==> src/rtl/fetch_pkg.sv <==
// Shared types and constants for the fetch sequencer.
package fetch_pkg;

   typedef enum logic [1:0] {
      IDLE  = 2'd0,
      RUN   = 2'd1,
      DONE  = 2'd2,
      FAULT = 2'd3
   } fetch_state_t;

   localparam int unsigned CNT_W = 16;

endpackage

==> src/rtl/fetch_ctrl_ret_stack.sv <==
// Return-address LIFO. Push/pop beyond capacity are ignored; the caller owns
// all error decisions.
module ret_stack #(
   parameter int unsigned DEPTH = 4,
   parameter int unsigned W     = 10
) (
   input  logic         clk,
   input  logic         reset,
   input  logic         clear,
   input  logic         push,
   input  logic         pop,
   input  logic [W-1:0] push_data,
   output logic [W-1:0] top,
   output logic         full,
   output logic         empty
);

   localparam int unsigned PTR_W = $clog2(DEPTH);

   logic [W-1:0]   mem_q [DEPTH];
   logic [W-1:0]   mem_d [DEPTH];
   logic [PTR_W:0] cnt_q, cnt_d;
   logic [PTR_W:0] cnt_m1;

   assign cnt_m1 = cnt_q - 1'b1;
   assign full   = (cnt_q == (PTR_W+1)'(DEPTH));
   assign empty  = (cnt_q == '0);
   assign top    = mem_q[cnt_m1[PTR_W-1:0]];

   // Next occupancy and storage contents.
   always_comb begin
      mem_d = mem_q;
      cnt_d = cnt_q;
      if (clear) begin
         cnt_d = '0;
      end else if (push && !full) begin
         mem_d[cnt_q[PTR_W-1:0]] = push_data;
         cnt_d = cnt_q + 1'b1;
      end else if (pop && !empty) begin
         cnt_d = cnt_m1;
      end
   end

   // Occupancy register with synchronous reset; storage needs no reset.
   always_ff @(posedge clk) begin
      if (reset) cnt_q <= '0;
      else       cnt_q <= cnt_d;
      mem_q <= mem_d;
   end

endmodule

==> src/rtl/fetch_ctrl.sv <==
// Program-counter sequencer: start/halt, stall, relative branch, absolute
// jump and call/return, with range checking and a RUN-cycle counter.
module fetch_ctrl
   import fetch_pkg::*;
#(
   parameter  int unsigned ROM_SIZE    = 512,
   parameter  int unsigned OFF_W       = 6,
   parameter  int unsigned STACK_DEPTH = 4,
   parameter  int unsigned START_ADDR  = 0,
   localparam int unsigned ADDR_W      = $clog2(ROM_SIZE) + 1
) (
   input  logic              clk,
   input  logic              reset,
   input  logic              start,
   input  logic              stall,
   input  logic              halt,
   input  logic              br_taken,
   input  logic [OFF_W-1:0]  br_off,
   input  logic              jump,
   input  logic              call,
   input  logic              ret,
   input  logic [ADDR_W-1:0] jump_tgt,
   output logic [ADDR_W-1:0] instr_addr,
   output logic              busy,
   output logic              done,
   output logic              fault,
   output logic [CNT_W-1:0]  cycle_cnt
);

   fetch_state_t      state_q, state_d;
   logic [ADDR_W-1:0] pc_q, pc_d;
   logic [CNT_W-1:0]  cnt_q, cnt_d;

   logic [ADDR_W:0]   npc;
   logic              err;
   logic              stk_push, stk_pop, stk_clear;
   logic              stk_full, stk_empty;
   logic [ADDR_W-1:0] stk_top;

   ret_stack #(
      .DEPTH (STACK_DEPTH),
      .W     (ADDR_W)
   ) u_ret_stack (
      .clk       (clk),
      .reset     (reset),
      .clear     (stk_clear),
      .push      (stk_push),
      .pop       (stk_pop),
      .push_data (pc_q + 1'b1),
      .top       (stk_top),
      .full      (stk_full),
      .empty     (stk_empty)
   );

   // Next state, next PC, counter and stack control.
   always_comb begin
      state_d   = state_q;
      pc_d      = pc_q;
      cnt_d     = cnt_q;
      npc       = '0;
      err       = 1'b0;
      stk_push  = 1'b0;
      stk_pop   = 1'b0;
      stk_clear = 1'b0;
      unique case (state_q)
         RUN: begin
            if (cnt_q != '1) cnt_d = cnt_q + 1'b1;
            if (!stall) begin
               if (halt) begin
                  state_d = DONE;
               end else begin
                  // Candidate PC is formed one bit wider so negative branch
                  // results and PC+1 overflow both show up as out of range.
                  if (ret) begin
                     err     = stk_empty;
                     npc     = {1'b0, stk_top};
                     stk_pop = 1'b1;
                  end else if (call) begin
                     err      = stk_full;
                     npc      = {1'b0, jump_tgt};
                     stk_push = 1'b1;
                  end else if (jump) begin
                     npc = {1'b0, jump_tgt};
                  end else if (br_taken) begin
                     npc = {1'b0, pc_q}
                         + {{(ADDR_W+1-OFF_W){br_off[OFF_W-1]}}, br_off};
                  end else begin
                     npc = {1'b0, pc_q} + 1'b1;
                  end
                  if (npc >= (ADDR_W+1)'(ROM_SIZE)) err = 1'b1;
                  if (err) begin
                     state_d  = FAULT;
                     stk_push = 1'b0;
                     stk_pop  = 1'b0;
                  end else begin
                     pc_d = npc[ADDR_W-1:0];
                  end
               end
            end
         end
         default: begin
            if (start) begin
               state_d   = RUN;
               pc_d      = ADDR_W'(START_ADDR);
               cnt_d     = '0;
               stk_clear = 1'b1;
            end
         end
      endcase
   end

   // State, PC and counter registers.
   always_ff @(posedge clk) begin
      if (reset) begin
         state_q <= IDLE;
         pc_q    <= ADDR_W'(START_ADDR);
         cnt_q   <= '0;
      end else begin
         state_q <= state_d;
         pc_q    <= pc_d;
         cnt_q   <= cnt_d;
      end
   end

   assign instr_addr = pc_q;
   assign cycle_cnt  = cnt_q;
   assign busy       = (state_q == RUN);
   assign done       = (state_q == DONE);
   assign fault      = (state_q == FAULT);

endmodule

==> config.mk <==
export PLATFORM = sky130hd
export DESIGN_NAME = fetch_ctrl
export DESIGN_NICKNAME = d
export VERILOG_FILES = /design/src/rtl/fetch_pkg.sv /design/src/rtl/fetch_ctrl_ret_stack.sv /design/src/rtl/fetch_ctrl.sv
export SDC_FILE = /design/constraint.sdc
export NUM_CORES = 1
export LEC_CHECK = 0
export ABC_AREA = 1
export ABC_CLOCK_PERIOD_IN_PS = 3400
export CORE_ASPECT_RATIO = 1.25
export CORE_MARGIN = 1
export CORE_UTILIZATION = 55
export DETAILED_ROUTE_END_ITERATION = 10
export PLACE_DENSITY = 0.8
export SYNTH_ARGS = -nofsm -noshare
export SYNTH_HDL_FRONTEND = slang
export SYNTH_SLANG_ARGS = --single-unit
export TNS_END_PERCENT = 50
==> constraint.sdc <==
create_clock -name clk -period 3.4 [get_ports clk]
set_input_delay 0.51 -clock clk [delete_from_list [all_inputs] [get_ports clk]]
set_output_delay 0.51 -clock clk [all_outputs]
set_load 0.02 [all_outputs]
==> impl_metrics.json, run 1 <==
{
  "cts_setup_buffers": 0,
  "routedWlPerCell_um": 14.82,
  "synth_area_leaders": "edfxtp_1, dfxtp_1, nand2_1, inv_1, nor2_1",
  "powerDensity_mw_per_mm2": 389.9,
  "insertedDiodeCount": 0,
  "dp.cells": 630,
  "worstPathArrival_ns": 3.15,
  "syn-cell-area_mm2": 0.003951,
  "clock_path_buffers": 2,
  "placementRows": 34,
  "cts_sinks": 71,
  "synth_area_leader_cell": "edfxtp_1",
  "grt_pass1_wl_mm": 15.83,
  "area_growth_pct": 22.07,
  "crit_path_end_kind": "flop",
  "final_cells": 646,
  "setup_violations": 0,
  "clkLatencyLatePin_ns": 0.35,
  "gp_congestion": 0.8968,
  "first_pass_iters": 5,
  "die_area_mm2": 0.007529,
  "yosysUniqueCellTypes": 38,
  "ff2ff_path_depth": 18,
  "cp.depth": 20,
  "fin_worst_skew_ns": 0.01450,
  "rsz0062_at_grt": "no",
  "routed_wl_mm": 9.571,
  "fillers": 585,
  "critPathMaxFanout": 10,
  "finalMaxSlewViolations": 0,
  "grt_max_degree": 25,
  "crit_slowest_cell": "clkdlybuf4s50_1",
  "fmax_ghz": 0.3220,
  "synth_edf_count": 40,
  "drt_iter0_drc": 205,
  "hold_viol": 0,
  "max-slew-margin-rel_pct": 61.05,
  "syn_nets": 527,
  "fin_util_pct": 69.56,
  "vias_per_cell": 5.466,
  "hpwlAfterDp_mm": 7.340,
  "vdd_drop_max_v": 0.0003284,
  "vias": 3531,
  "die_h_um": 96.77,
  "postSynth.asyncResetShare_pct": 0,
  "num_io_pins": 54,
  "rrSetupSlack_ns": 0.63,
  "final_layout_size_suffix_gt1_share_pct": 9.173,
  "portBuffers": 53,
  "detail-route-antenna-nets": 0,
  "outcome": "finished clean",
  "synth_seq_cells": 71,
  "layout.nets": 590,
  "worstMarginPinSlew_ns": 0.5842,
  "cts_tree": "done",
  "cts_made_buffers": 9,
  "die_w_um": 77.81,
  "cts.clk_slew.worst_paths_ns": 0.07,
  "critPathMaxStageDelay_ns": 0.50,
  "core_mm2": 0.006934,
  "maxCapViolCount": 0,
  "crit_family": "simple AND/OR/NAND/NOR gates",
  "critPathKind": "in2reg",
  "yosysSeqAreaShare_pct": 46.11,
  "drc": 0,
  "synthTopCellsByCount": "nand2_1, inv_1, nor2_1",
  "grtUsageTotal_pct": 27.08,
  "fin_crit_ns": 3.105,
  "cts_max_level": 3,
  "period_share_pct": 91.33,
  "path_cells": "clkdlybuf4s50_1 -> nand2_1 -> ha_1 -> inv_1 -> fa_1 -> nand3b_1 -> nand2_1 -> nand2_1 -> nand2_2 -> nand2_1 -> nand2_1 -> nand2_1 -> nand3_1 -> nand2_1 -> inv_2 -> nand2_1 -> inv_1 -> nand2_1 -> nor2_1 -> buf_4",
  "ys.flop_type": "edfxtp_1",
  "crit_required_ns": 3.45,
  "synthCells": 488,
  "antenna_found_initial": 0,
  "first_global_vias": 3374,
  "multi_input_area_mm2": 0.001839,
  "min_path_cells": 2,
  "crit_buf_inv": 5,
  "ys_warn_count": 0,
  "root_buffer": "clkbuf_8",
  "syn_avg_cell_area_um2": 8.097,
  "totalPowerFinal_mw": 1.881,
  "start_kind": "input pin",
  "cpMostUsedCell": "nand2_1",
  "yosysTopAreaCellShare_pct": 30.40,
  "synth_most_common_cell": "nand2_1",
  "hold_class": "reg2reg",
  "hold_buffers": 0,
  "overflow": 0,
  "post_cts_resized": 0,
  "regArea_mm2": 0.001822,
  "initial_core_util_pct": 56.98,
  "power_leakage_nw": 1.973
}
-- path summary, 6_finish.rpt --
kind	from	endpoint
worst max-delay path	br_taken	u_ret_stack.mem_q[30]
worst min-delay path	state_q[0]	state_q[0]
worst max register to register	instr_addr[0]	u_ret_stack.mem_q[30]
worst min register to register	state_q[0]	state_q[0]
-- metrics by stage --
stage | hold WS (ns) | TNS [ns] | area, um2 | setup slack (ns)
final | 0.5006 | 0 | 4823 | 0.2948
after floorplan | 0.4685 | 0 | 3951 | 0.3569
after global placement | 0.4793 | 0 | 4621 | 0.05118
after global routing | 0.5215 | 0 | 4823 | 0.06179
after detailed placement | 0.4918 | -1.565 | 4621 | -0.04782
after CTS | 0.5063 | 0 | 4823 | 0.3157
-- power breakdown --
group / switching (mW) / internal (mW)
Clock: 0.339 / 0.346
Sequential: 0.0186 / 0.920
Combinational: 0.155 / 0.102
-- worst reg2reg max path, delay by kind of cell (launching register included) --
family / cells / cell delay, ns
flip-flops: 1 / 0.42
AND/OR/NAND/NOR: 12 / 1.01
buffers and inverters: 4 / 0.45
adder cells (fa/ha/maj): 2 / 0.60
-- state kept, by name, indices dropped and copies added (netlist names) --
register	cells
cycle_cnt	16
instr_addr	10
state_q	2
u_ret_stack.cnt_q	3
u_ret_stack.mem_q	40
-- cells by family (layout without fill, tap and decap cells) --
family	after synthesis	in the layout	share of synthesized area [%]
buf+inv	73	141	7.346
xor+xnor	15	15	3.325
compound gates	94	94	13.20
fa+ha+maj	14	14	4.623
simple gates	221	221	25.40
flops	71	71	46.11
-- per-layer routing --
metal	vias to the layer above	track usage, %	part of all wire (%)
li1	1765	-	-
met1	1641	32.67	41
met2	104	47.38	51
met3	21	5.566	5.2
met4	0	9.289	2.2
met5	-	0	0
-- cell type report --
class	count	share of cell area, %
Sequential cell	71	37.77
Tap cell	90	2.335
Clock buffer	9	2.568
Clock inverter	7	1.634
Timing Repair Buffer	65	12.87
Inverter	60	4.695
Multi-Input combinational cell	344	38.13
-- layout by cell type, fill, tap and decap left out, types with 2 or more instances in the layout --
cell type and instances:
clkinv_2 2, ha_1 13, clkdlybuf4s50_1 53, inv_2 2
clkbuf_8 9, a211oi_1 2, nand3_1 36, o22ai_1 8
nand2_1 95, o21ai_0 34, buf_4 12, dfxtp_1 31
xor2_1 15, nor2_1 53, nand2_4 2, nand2_2 7
inv_1 56, nor3_1 11, nand3b_1 2, o221ai_1 3
nor3_2 2, a21oi_1 30, inv_6 2, nand4_1 3
o211ai_1 5, clkinv_4 3, or2_2 3, o21ai_1 9
edfxtp_1 40
(Power assumes the default switching activity.)
==> inputs of run 2 (changes only) <==
ABC_CLOCK_PERIOD_IN_PS = 4000   (was 3400)
REMOVE_ABC_BUFFERS = 1   (was not set)
clock period = 4 ns   (was 3.4 ns; I/O delays follow)
==> impl_metrics.json, run 2 (same netlist as run 1, synthesis figures left out) <==
{
  "core_mm2": 0.006934,
  "cts_setup_buffers": 0,
  "die_h_um": 96.77,
  "grt_pass1_wl_mm": 15.90,
  "portBuffers": 53,
  "fin_worst_hold_slack_ns": 0.4974,
  "p_sw_mw": 0.4235,
  "start_kind": "input pin",
  "fmax_ghz": 0.3141,
  "power.internal_mw": 1.155,
  "initial_core_util_pct": 56.98,
  "placementRows": 34,
  "switching_share_pct": 26.83,
  "antenna_found_initial": 0,
  "dp.cells": 627,
  "fin_crit_ns": 3.184,
  "powerDensity_mw_per_mm2": 329.1,
  "power_leakage_nw": 1.952,
  "grtUsageTotal_pct": 27.81,
  "routed_wl_mm": 9.593,
  "num_io_pins": 54,
  "rrSetupSlack_ns": 0.92,
  "fin_worst_skew_ns": 0.02049,
  "outcome": "finished clean",
  "hold_buffers": 0,
  "largest_register_ffs": 40,
  "max-slew-margin-rel_pct": 54.32,
  "final_cells": 643,
  "drc": 0,
  "hold_viol": 0,
  "critPathMaxFanout": 10,
  "pwr-share-clk_pct": 35.7,
  "area_growth_pct": 21.37,
  "fillers": 537,
  "maxCapViolCount": 0,
  "rsz0062_at_grt": "no",
  "vias": 3565,
  "placedInstanceArea_mm2": 0.004598,
  "post_cts_resized": 0,
  "gp_congestion": 0.9173,
  "detail-route-antenna-nets": 0,
  "first_pass_iters": 5,
  "fin_ws_ns": 0.8165,
  "die_w_um": 77.81,
  "fin_tns_setup_ns": 0,
  "routedWlPerCell_um": 14.92,
  "worstMarginPinSlew_ns": 0.6844,
  "regMostFlops": "u_ret_stack.mem_q",
  "finalMaxSlewViolations": 0,
  "setup_violations": 0,
  "vdd_drop_max_v": 0.0001985,
  "overflow": 0,
  "critPathKind": "in2reg",
  "period_share_pct": 79.59,
  "first_global_vias": 3356,
  "cts_tree": "done",
  "insertedDiodeCount": 0,
  "die_area_mm2": 0.007529,
  "clock_path_buffers": 2,
  "crit_path_end_kind": "flop",
  "totalPowerFinal_mw": 1.578,
  "p_seq_share_pct": 50.6,
  "cts_sinks": 71,
  "drt_iter0_drc": 179,
  "cts.clk_slew.worst_paths_ns": 0.08,
  "fin_util_pct": 69.16,
  "crit_required_ns": 4.05,
  "mostFrequentLayoutCells": "nand2_1, inv_1, nor2_1, clkdlybuf4s50_1, edfxtp_1",
  "cts_made_buffers": 9,
  "grt_max_degree": 26,
  "worstPathArrival_ns": 3.24,
  "clkLatencyLatePin_ns": 0.36,
  "layout.nets": 587,
  "final_layout_size_suffix_gt1_share_pct": 8.499,
  "root_buffer": "clkbuf_8",
  "design_area_mm2": 0.004796,
  "layout_commonest_cell": "nand2_1",
  "hpwlAfterDp_mm": 7.233,
  "hold_class": "reg2reg",
  "pre_cts_slack_ns": 0.4913,
  "cts_max_level": 3,
  "comb_power_share_pct": 13.8,
  "vias_per_cell": 5.544
}
run 2: power by group through the flow:
stage	registers (mW)	clock network (mW)	logic, mW
after floorplan	0.819	0	0.114
after global placement	0.814	0	0.211
after detailed placement	0.814	0	0.214
after CTS	0.797	0.569	0.216
after global routing	0.799	0.602	0.239
final	0.798	0.563	0.217
run 2: worst paths after layout:
path                                      startpoint               endpoint  depth (start not counted)
worst min register to register         cycle_cnt[10]          cycle_cnt[10]                          2
worst max-delay path                        br_taken  u_ret_stack.mem_q[12]                         20
worst min-delay path                   cycle_cnt[10]          cycle_cnt[10]                          2
worst max register to register  u_ret_stack.cnt_q[0]  u_ret_stack.mem_q[12]                         12
run 2: final cells by class:
class	instances	area, um2	area share [%]
multi-input cells	344	1839	38.35
clock buffers	9	123.9	2.583
clock inverters	7	73.82	1.539
repair buffers	62	598.1	12.47
inverters	60	226.5	4.722
flip-flops and latches	71	1822	37.99
well taps	90	112.6	2.348
run 2: worst max-delay path: stages:
cell and delay (ns):
clkdlybuf4s50_1 0.52, nand2_1 0.12, ha_1 0.17, inv_1 0.06
fa_1 0.38, nand3b_1 0.17, nand2_1 0.10, nand2_1 0.08
nand2_2 0.08, nand2_1 0.07, nand2_1 0.06, nand2_1 0.04
nand3_1 0.06, nand2_1 0.06, inv_2 0.10, nand2_1 0.06
inv_1 0.09, nand2_1 0.11, nor2_1 0.11, buf_4 0.19
run 2: layer usage:
metal  GRT usage, %  vias to the layer above  share of wire, %
li1               -                     1759                 -
met1          33.00                     1653                40
met2          47.11                      128                50
met3          6.226                       25               6.7
met4          13.35                        0               2.9
met5              0                        -                 0
==> inputs of run 3 (changes only) <==
ABC_CLOCK_PERIOD_IN_PS = 3000   (was 4000)
clock period = 3 ns   (was 4 ns; I/O delays follow)
==> impl_metrics.json, run 3 (same netlist as run 1, synthesis figures left out) <==
{
  "cts_tree": "done",
  "layout.nets": 603,
  "crit_required_ns": 3.08,
  "mostFrequentLayoutCells": "nand2_1, inv_1, clkdlybuf4s50_1, nor2_1, edfxtp_1",
  "crit_family": "simple AND/OR/NAND/NOR gates",
  "totalPowerFinal_mw": 2.102,
  "hold_viol": 0,
  "root_buffer": "clkbuf_8",
  "cts_made_buffers": 9,
  "layout_commonest_cell": "nand2_1",
  "placementRows": 34,
  "cpMostUsedCell": "nand2_1",
  "antenna_found_initial": 0,
  "ff2ff_path_depth": 18,
  "worstMarginPinSlew_ns": 0.6214,
  "grtUsageTotal_pct": 28.34,
  "portBuffers": 53,
  "core_mm2": 0.006934,
  "overflow": 0,
  "fin_util_pct": 71.54,
  "cts_max_level": 3,
  "outcome": "finished clean",
  "regMostFlops": "u_ret_stack.mem_q",
  "critPathKind": "in2reg",
  "critPathMaxFanout": 5,
  "cp.depth": 21,
  "worstPathArrival_ns": 2.84,
  "first_global_vias": 3582,
  "hold_class": "reg2reg",
  "num_io_pins": 54,
  "period_share_pct": 92.18,
  "largest_register_ffs": 40,
  "clock_path_buffers": 2,
  "cts_setup_buffers": 0,
  "insertedDiodeCount": 0,
  "hold_buffers": 0,
  "area_growth_pct": 25.55,
  "cts_sinks": 71,
  "power_leakage_nw": 2.050,
  "post_cts_resized": 0,
  "rrSetupSlack_ns": 0.37,
  "grt_max_degree": 25,
  "critPathMaxStageDelay_ns": 0.46,
  "detail-route-antenna-nets": 0,
  "vdd_drop_max_v": 0.0002888,
  "path_cells": "clkdlybuf4s50_1 -> inv_1 -> nand2_1 -> ha_1 -> inv_1 -> fa_2 -> nand3b_1 -> nand2_2 -> nand2_1 -> nand2_2 -> nand2_1 -> nand2_1 -> nand2_1 -> nand3_1 -> nand2_1 -> inv_2 -> nand2_1 -> inv_2 -> nand2_4 -> nor2_4 -> buf_4",
  "fin_crit_ns": 2.766,
  "cts.clk_slew.worst_paths_ns": 0.09,
  "gp_congestion": 0.9004,
  "vias": 3582,
  "pre_cts_slack_ns": -0.1858,
  "fmax_ghz": 0.3616,
  "crit_path_end_kind": "flop",
  "clkLatencyLatePin_ns": 0.35,
  "die_h_um": 96.77,
  "drt_iter0_drc": 225,
  "crit_start": "br_off[0]",
  "r2r-end": "u_ret_stack.mem_q[30]",
  "vias_per_cell": 5.436,
  "setup_violations": 0,
  "r2r-start": "instr_addr[0]",
  "crit_buf_inv": 6,
  "routedWlPerCell_um": 15.26,
  "hpwlAfterDp_mm": 7.473,
  "die_w_um": 77.81,
  "routed_wl_mm": 10.06,
  "first_pass_iters": 5,
  "fin_ws_ns": 0.2345,
  "rsz0062_at_grt": "no",
  "start_kind": "input pin",
  "powerDensity_mw_per_mm2": 423.6,
  "fin_worst_skew_ns": 0.01032,
  "max-slew-margin-rel_pct": 58.42,
  "die_area_mm2": 0.007529,
  "min_path_cells": 2,
  "maxCapViolCount": 0,
  "initial_core_util_pct": 56.98,
  "grt_pass1_wl_mm": 16.44,
  "finalMaxSlewViolations": 0,
  "final_layout_size_suffix_gt1_share_pct": 12.65,
  "drc": 0,
  "crit_slowest_cell": "clkdlybuf4s50_1",
  "cp-endpoint": "u_ret_stack.mem_q[30]"
}
-- run 3: worst min path at each step --
stage                        from            end
floorplan              state_q[0]     state_q[0]
CTS                 cycle_cnt[15]  cycle_cnt[15]
finish              cycle_cnt[10]  cycle_cnt[10]
global placement    cycle_cnt[10]  cycle_cnt[10]
global route        cycle_cnt[13]  cycle_cnt[13]
detailed placement  cycle_cnt[15]  cycle_cnt[15]
-- run 3: layout make-up --
class / count / area [um2]
fill: 539 / 1973
multi-input combinational: 344 / 1872
sequential: 71 / 1822
timing repair buffer: 78 / 739.5
inverter: 60 / 226.5
clock buffer: 9 / 123.9
tap: 90 / 112.6
clock inverter: 7 / 65.06
-- run 3: layer usage --
layer	global-route usage [%]	share of wire, %
met1	31.98	39
met2	50.65	53
met3	5.283	4.7
met4	13.50	2.5
met5	0	0
-- run 3: where the power goes --
| part | switching [mW] | total (mW) | leakage (nW) | internal [mW] |
|---|---|---|---|---|
| sequential | 0.0212 | 1.06 | 0.635 | 1.04 |
| clock | 0.413 | 0.733 | 0.0943 | 0.320 |
| combinational | 0.180 | 0.306 | 1.32 | 0.126 |
| total | 0.614 | 2.10 | 2.05 | 1.49 |
-- run 3: worst min-delay path, delay by kind of cell (launching register included) --
kind            cells  cell delay (ns)
flops               1             0.34
simple gates        1             0.07
compound gates      1             0.06
-- run 3: through the flow --
stage,instances,TNS [ns],cell area (um2),hold WS [ns]
detailed placement,641,-7.588,4703,0.4877
CTS,657,0,4892,0.5038
global placement,641,-3.886,4703,0.4804
floorplan,475,-0.4660,3887,0.4620
finish,659,0,4961,0.5043
global route,659,0,4961,0.5347
